[src/rtl/cursor_input_ctrl.sv]
// Cursor controller for a square block grid: debounces five push buttons and
// moves a highlighted block with edge clamping; middle press emits a select pulse.
module cursor_input_ctrl #(
  parameter int unsigned DEBOUNCE_CYCLES = 500000,
  parameter int unsigned GRID_SIZE       = 5
) (
  input  logic        clk,
  input  logic        reset,
  input  logic        up,
  input  logic        down,
  input  logic        left,
  input  logic        right,
  input  logic        middle,
  input  logic        lock,
  output logic [9:0]  x_topleft,
  output logic [8:0]  y_topleft,
  output logic [31:0] VGAid,
  output logic        pressed
);

  localparam int unsigned NBTN  = 5;
  localparam int unsigned CNT_W = $clog2(DEBOUNCE_CYCLES) + 1;
  localparam logic [CNT_W-1:0] CNT_LAST = CNT_W'(DEBOUNCE_CYCLES - 1);
  localparam logic [9:0] X_MAX = 10'(GRID_SIZE);
  localparam logic [8:0] Y_MAX = 9'(GRID_SIZE);

  logic [NBTN-1:0]  raw;
  logic [NBTN-1:0]  sync1;
  logic [NBTN-1:0]  sync2;
  logic [NBTN-1:0]  level;
  logic [NBTN-1:0]  level_d;
  logic [NBTN-1:0]  rise;
  logic [CNT_W-1:0] cnt [NBTN];

  logic ev_up, ev_down, ev_left, ev_right, ev_mid;

  logic [9:0]  x_next;
  logic [8:0]  y_next;
  logic [31:0] vga_next;
  logic        pressed_next;

  assign raw = {middle, right, left, down, up};

  // Two-flop synchronizer on every raw button
  always_ff @(posedge clk) begin
    if (reset) begin
      sync1 <= '0;
      sync2 <= '0;
    end else begin
      sync1 <= raw;
      sync2 <= sync1;
    end
  end

  // Accept a level only after DEBOUNCE_CYCLES consecutive mismatching samples
  always_ff @(posedge clk) begin
    if (reset) begin
      level   <= '0;
      level_d <= '0;
      for (int i = 0; i < int'(NBTN); i++) begin
        cnt[i] <= '0;
      end
    end else begin
      level_d <= level;
      for (int i = 0; i < int'(NBTN); i++) begin
        if (sync2[i] == level[i]) begin
          cnt[i] <= '0;
        end else if (cnt[i] == CNT_LAST) begin
          level[i] <= sync2[i];
          cnt[i]   <= '0;
        end else begin
          cnt[i] <= cnt[i] + CNT_W'(1);
        end
      end
    end
  end

  // Press event is the debounced 0->1 transition only
  assign rise = level & ~level_d;
  assign {ev_mid, ev_right, ev_left, ev_down, ev_up} = rise;

  // One move per cycle, up > down > left > right, clamped to 1..GRID_SIZE
  always_comb begin
    x_next       = x_topleft;
    y_next       = y_topleft;
    pressed_next = 1'b0;
    if (!lock) begin
      if (ev_up) begin
        if (y_topleft > 9'd1) y_next = y_topleft - 9'd1;
      end else if (ev_down) begin
        if (y_topleft < Y_MAX) y_next = y_topleft + 9'd1;
      end else if (ev_left) begin
        if (x_topleft > 10'd1) x_next = x_topleft - 10'd1;
      end else if (ev_right) begin
        if (x_topleft < X_MAX) x_next = x_topleft + 10'd1;
      end
      pressed_next = ev_mid;
    end
    vga_next = 32'(y_next - 9'd1) * 32'(GRID_SIZE) + 32'(x_next - 10'd1);
  end

  // Index is computed from the next coordinates so it never lags them
  always_ff @(posedge clk) begin
    if (reset) begin
      x_topleft <= 10'd1;
      y_topleft <= 9'd1;
      VGAid     <= '0;
      pressed   <= 1'b0;
    end else begin
      x_topleft <= x_next;
      y_topleft <= y_next;
      VGAid     <= vga_next;
      pressed   <= pressed_next;
    end
  end

endmodule
[config.mk]
export PLATFORM = sky130hd
export DESIGN_NAME = cursor_input_ctrl
export DESIGN_NICKNAME = d
export VERILOG_FILES = /design/src/rtl/cursor_input_ctrl.sv
export SDC_FILE = /design/constraint.sdc
export NUM_CORES = 1
export LEC_CHECK = 0
export ABC_AREA = 1
export BUFFER_PORTS_ARGS = -buffer_cell sky130_fd_sc_hd__buf_2
export CORE_MARGIN = 4
export CORE_UTILIZATION = 29
export DETAILED_ROUTE_END_ITERATION = 8
export HOLD_SLACK_MARGIN = 0.15
export PLACE_DENSITY = 0.44
export RECOVER_POWER = 100
export SYNTH_ARGS = -nofsm -noshare
export SYNTH_HDL_FRONTEND = slang
export SYNTH_SLANG_ARGS = --single-unit
[constraint.sdc]
create_clock -name clk -period 4.9 [get_ports clk]
set_clock_uncertainty 0.15 [all_clocks]
set_input_delay 0.49 -clock clk [delete_from_list [all_inputs] [get_ports clk]]
set_output_delay 0.49 -clock clk [all_outputs]
set_load 0.1 [all_outputs]
==> summary.txt <==
Worst setup path
  • Reg2Reg Launch Point: x_topleft[0]
  • Critical R2R Capture: VGAid[30]
  • Reg2Reg Setup Slack: 0.38 ns
  • CP startpoint kind: primary input
  • WP data arrival: roughly 4.7 ns
  • Reg2Reg Depth: 25
  • Kind of critical path: in -> reg
  • CP endpoint kind: flip-flop
  • Crit path required time: 5.04 ns
  • Highest net fanout along the worst path: 7

Floorplan
  • IO Count: 60
  • Starting Density: 29.6%
  • Chip height: 191 um
  • Rows: 66
  • Die area: 36400 um^2
  • Die width: about 190 um
  • Core area: 32700 um^2

Yosys
  • Post-synthesis register bit count: approximately 160
  • YS warnings: 0
  • Post-Synthesis Cells: approximately 1200
  • Area of the mapped netlist: about 9700 um^2
  • Mean Syn Cell Area: 7.95 um^2
  • Yosys cell types: approximately 50
  • Share of the yosys chip area belonging to registers: 42.4%

Final layout
  • Register area: between 4000 and 5000 um^2
  • Diodes inserted: 0
  • Most common cell after layout, fill and taps aside: inv_1
  • Area of the multi-input gates: 4840 um^2
  • Post-layout nets: 1431
  • Layout area overhead: 16.6%
  • Share of cells above drive strength 1: 6.99%
  • FILL cells: 3518
  • Commonest non-fill, non-tap cells in the layout: inv_1, nand2_1, nor2_1

Clock tree
  • TritonCTS buffer count: 17
  • Root Driver: clkbuf_16
  • H-tree depth: 4
  • Clk slew on worst S/H paths: 0.07 ns
  • Skew-Pair Late Insertion Delay: about 0.43 ns
  • CTS tree: yes
  • Clk buf depth: 2
  • Clock sinks: about 160

Timing
  • Fin crit period: 4.60 ns
  • Fin crit share: 93.8%
  • Final hold slack: roughly 0.18 ns
  • Fmax: 218 MHz
  • Final hold vios: 0
  • Sum Neg Setup Slack: 0 ns
  • Unrepaired setup endpoints after global routing: no
  • Final Max Tran Viols: 0
  • Worst slew pin tran: 1.20 ns
  • Slew headroom: 20.2%
  • Finish-stage setup viols: 0

Placement
  • HPWL Detailed: between 15 and 20 mm
  • Gp weighted congestion: around 0.86
  • Buffers added on ports: 59

Detailed routing
  • Avg WL per Cell: between 10 and 15 um
  • DRC viols: 0
  • Final WL: 20.5 mm
  • Initial DRC Count: 415
  • Via/cell ratio: between 4 and 5
  • Initial DRT Pass Iterations: 4
  • Vias: 7757
  • DRT antenna net count: 0

Power
  • Leakage: 0.00494 uW
  • Pwr dens: 268 nW/um^2
  • VDD IR-drop max: 0.214 mV

Global route
  • Antenna violations before repair: 0
  • Grt ovf: 0
  • First-pass GRT wire length: 35.0 mm
  • Number of global-route vias before repair: 7448
  • Overall Global Routing Usage: about an eighth
  • Largest net degree at the start of global routing: 25

Worst hold path
  • Hold Crit Depth: 3
  • Worst hold-check path type: in -> reg
  • Hold_sp: up
  • Hold path endpoint: sync1[0]

Flow run
  • Max-cap violations: 0

Run status
  • Status: finished, final reports clean
==> critical path, cell delays in order <==
cell and delay, ns:
dlygate4sd3_1 0.53, buf_2 0.16, clkinvlp_4 0.13, buf_12 0.13
nand3_4 0.13, inv_1 0.16, nand3_2 0.10, xor2_1 0.17
inv_1 0.15, ha_1 0.25, nand2_4 0.09, nor2_8 0.14
nand4_4 0.10, nor2_4 0.15, inv_2 0.06, fa_1 0.53
inv_1 0.04, ha_1 0.28, inv_1 0.09, nor4_1 0.33
nand3_1 0.16, nand4_1 0.15, nand3b_1 0.12, a21oi_1 0.06
==> flip-flops by register name (all words and copies together), names as in the netlist <==
signal,cells
sync1,5
sync2,5
VGAid,15
y_topleft,9
x_topleft,10
cnt,100
level,5
level_d,5
pressed,1
==> kinds of logic (layout without fill, tap and decap cells) <==
logic type	after synthesis	after routing	synth area share, %
AO/OA/AOI/OAI	146	146	7.91
adder cells (fa/ha/maj)	49	49	7.03
flip-flops	155	155	42.4
other	1	100	0.0387
AND/OR/NAND/NOR	574	574	28.6
XOR/XNOR	32	32	2.97
buffers and inverters	260	331	11.0
==> Yosys cell counts (all sizes together) <==
cell	number	area, um^2
a211oi	2	15.0
a21o	1	7.51
a21oi	72	364
a31oi	1	6.26
and3	1	6.26
buf	22	161
clkbuf	9	33.8
clkinv	2	20.0
conb	1	3.75
dfxtp	55	1100
edfxtp	100	3000
fa	9	180
ha	40	500
inv	227	852
nand2	204	828
nand3	67	380
nand3b	6	45.0
nand4	38	259
nor2	175	726
nor3	50	290
nor3b	10	85.1
nor4	18	113
nor4b	3	26.3
o2111ai	1	8.76
o21a	3	22.5
o21ai	64	328
o21bai	1	7.51
o22ai	1	6.26
or2	2	12.5
xnor2	10	87.6
xor2	22	200
==> area by class of cell <==
| cell class | instances | share of cell area [%] |
|---|---|---|
| multi-input cells | 901 | 42.8 |
| flip-flops and latches | 155 | 36.4 |
| inverters | 229 | 7.76 |
| well taps | 442 | 4.90 |
| clock buffers | 20 | 3.96 |
| repair buffers | 70 | 2.89 |
| clock inverters | 12 | 1.29 |
==> per-layer routing <==
metal	track usage, %	up-vias	part of all wire [%]
met3	2.45	21	2.8
met5	0	-	0
met2	18.5	81	44
li1	-	4186	-
met1	16.2	3469	52
met4	3.15	0	1.3
==> metrics by stage <==
step	power [uW]	util (%)	setup WS, ns	cells	cell area, um^2
finish	3020	34.5	0.304	1829	11300
global route	3170	34.5	0.0204	1829	11300
CTS	3080	34.8	0.257	1828	11400
detailed placement	1690	32.9	0.351	1791	10700
global placement	1690	32.9	0.363	1791	10700
floorplan	1640	-	0.00572	1316	10100
==> repair_timing <==
action	CTS	global route
setup buffers	0	1
setup endpoints to repair	0	4
resized for setup	0	4
hold buffers	5	0
hold endpoints to repair	5	0
==> power breakdown <==
group          total (uW)  switching [uW]  internal [uW]
Clock                1360             545            811
Combinational         197             147           50.7
Sequential           1470            35.9           1430
Total                3020             727           2300
==> how the worst max path moves through the flow <==
stage	start	cells after the start	slack (ns)	endpoint
final	lock	24	0.30	VGAid[30]
after global routing	y_topleft[7]	29	0.02	VGAid[11]
after CTS	lock	23	0.26	VGAid[30]
after detailed placement	lock	22	0.35	VGAid[30]
after global placement	lock	22	0.36	VGAid[30]
after floorplan	y_topleft[0]	24	0.006	VGAid[10]
(Power assumes the default switching activity.)
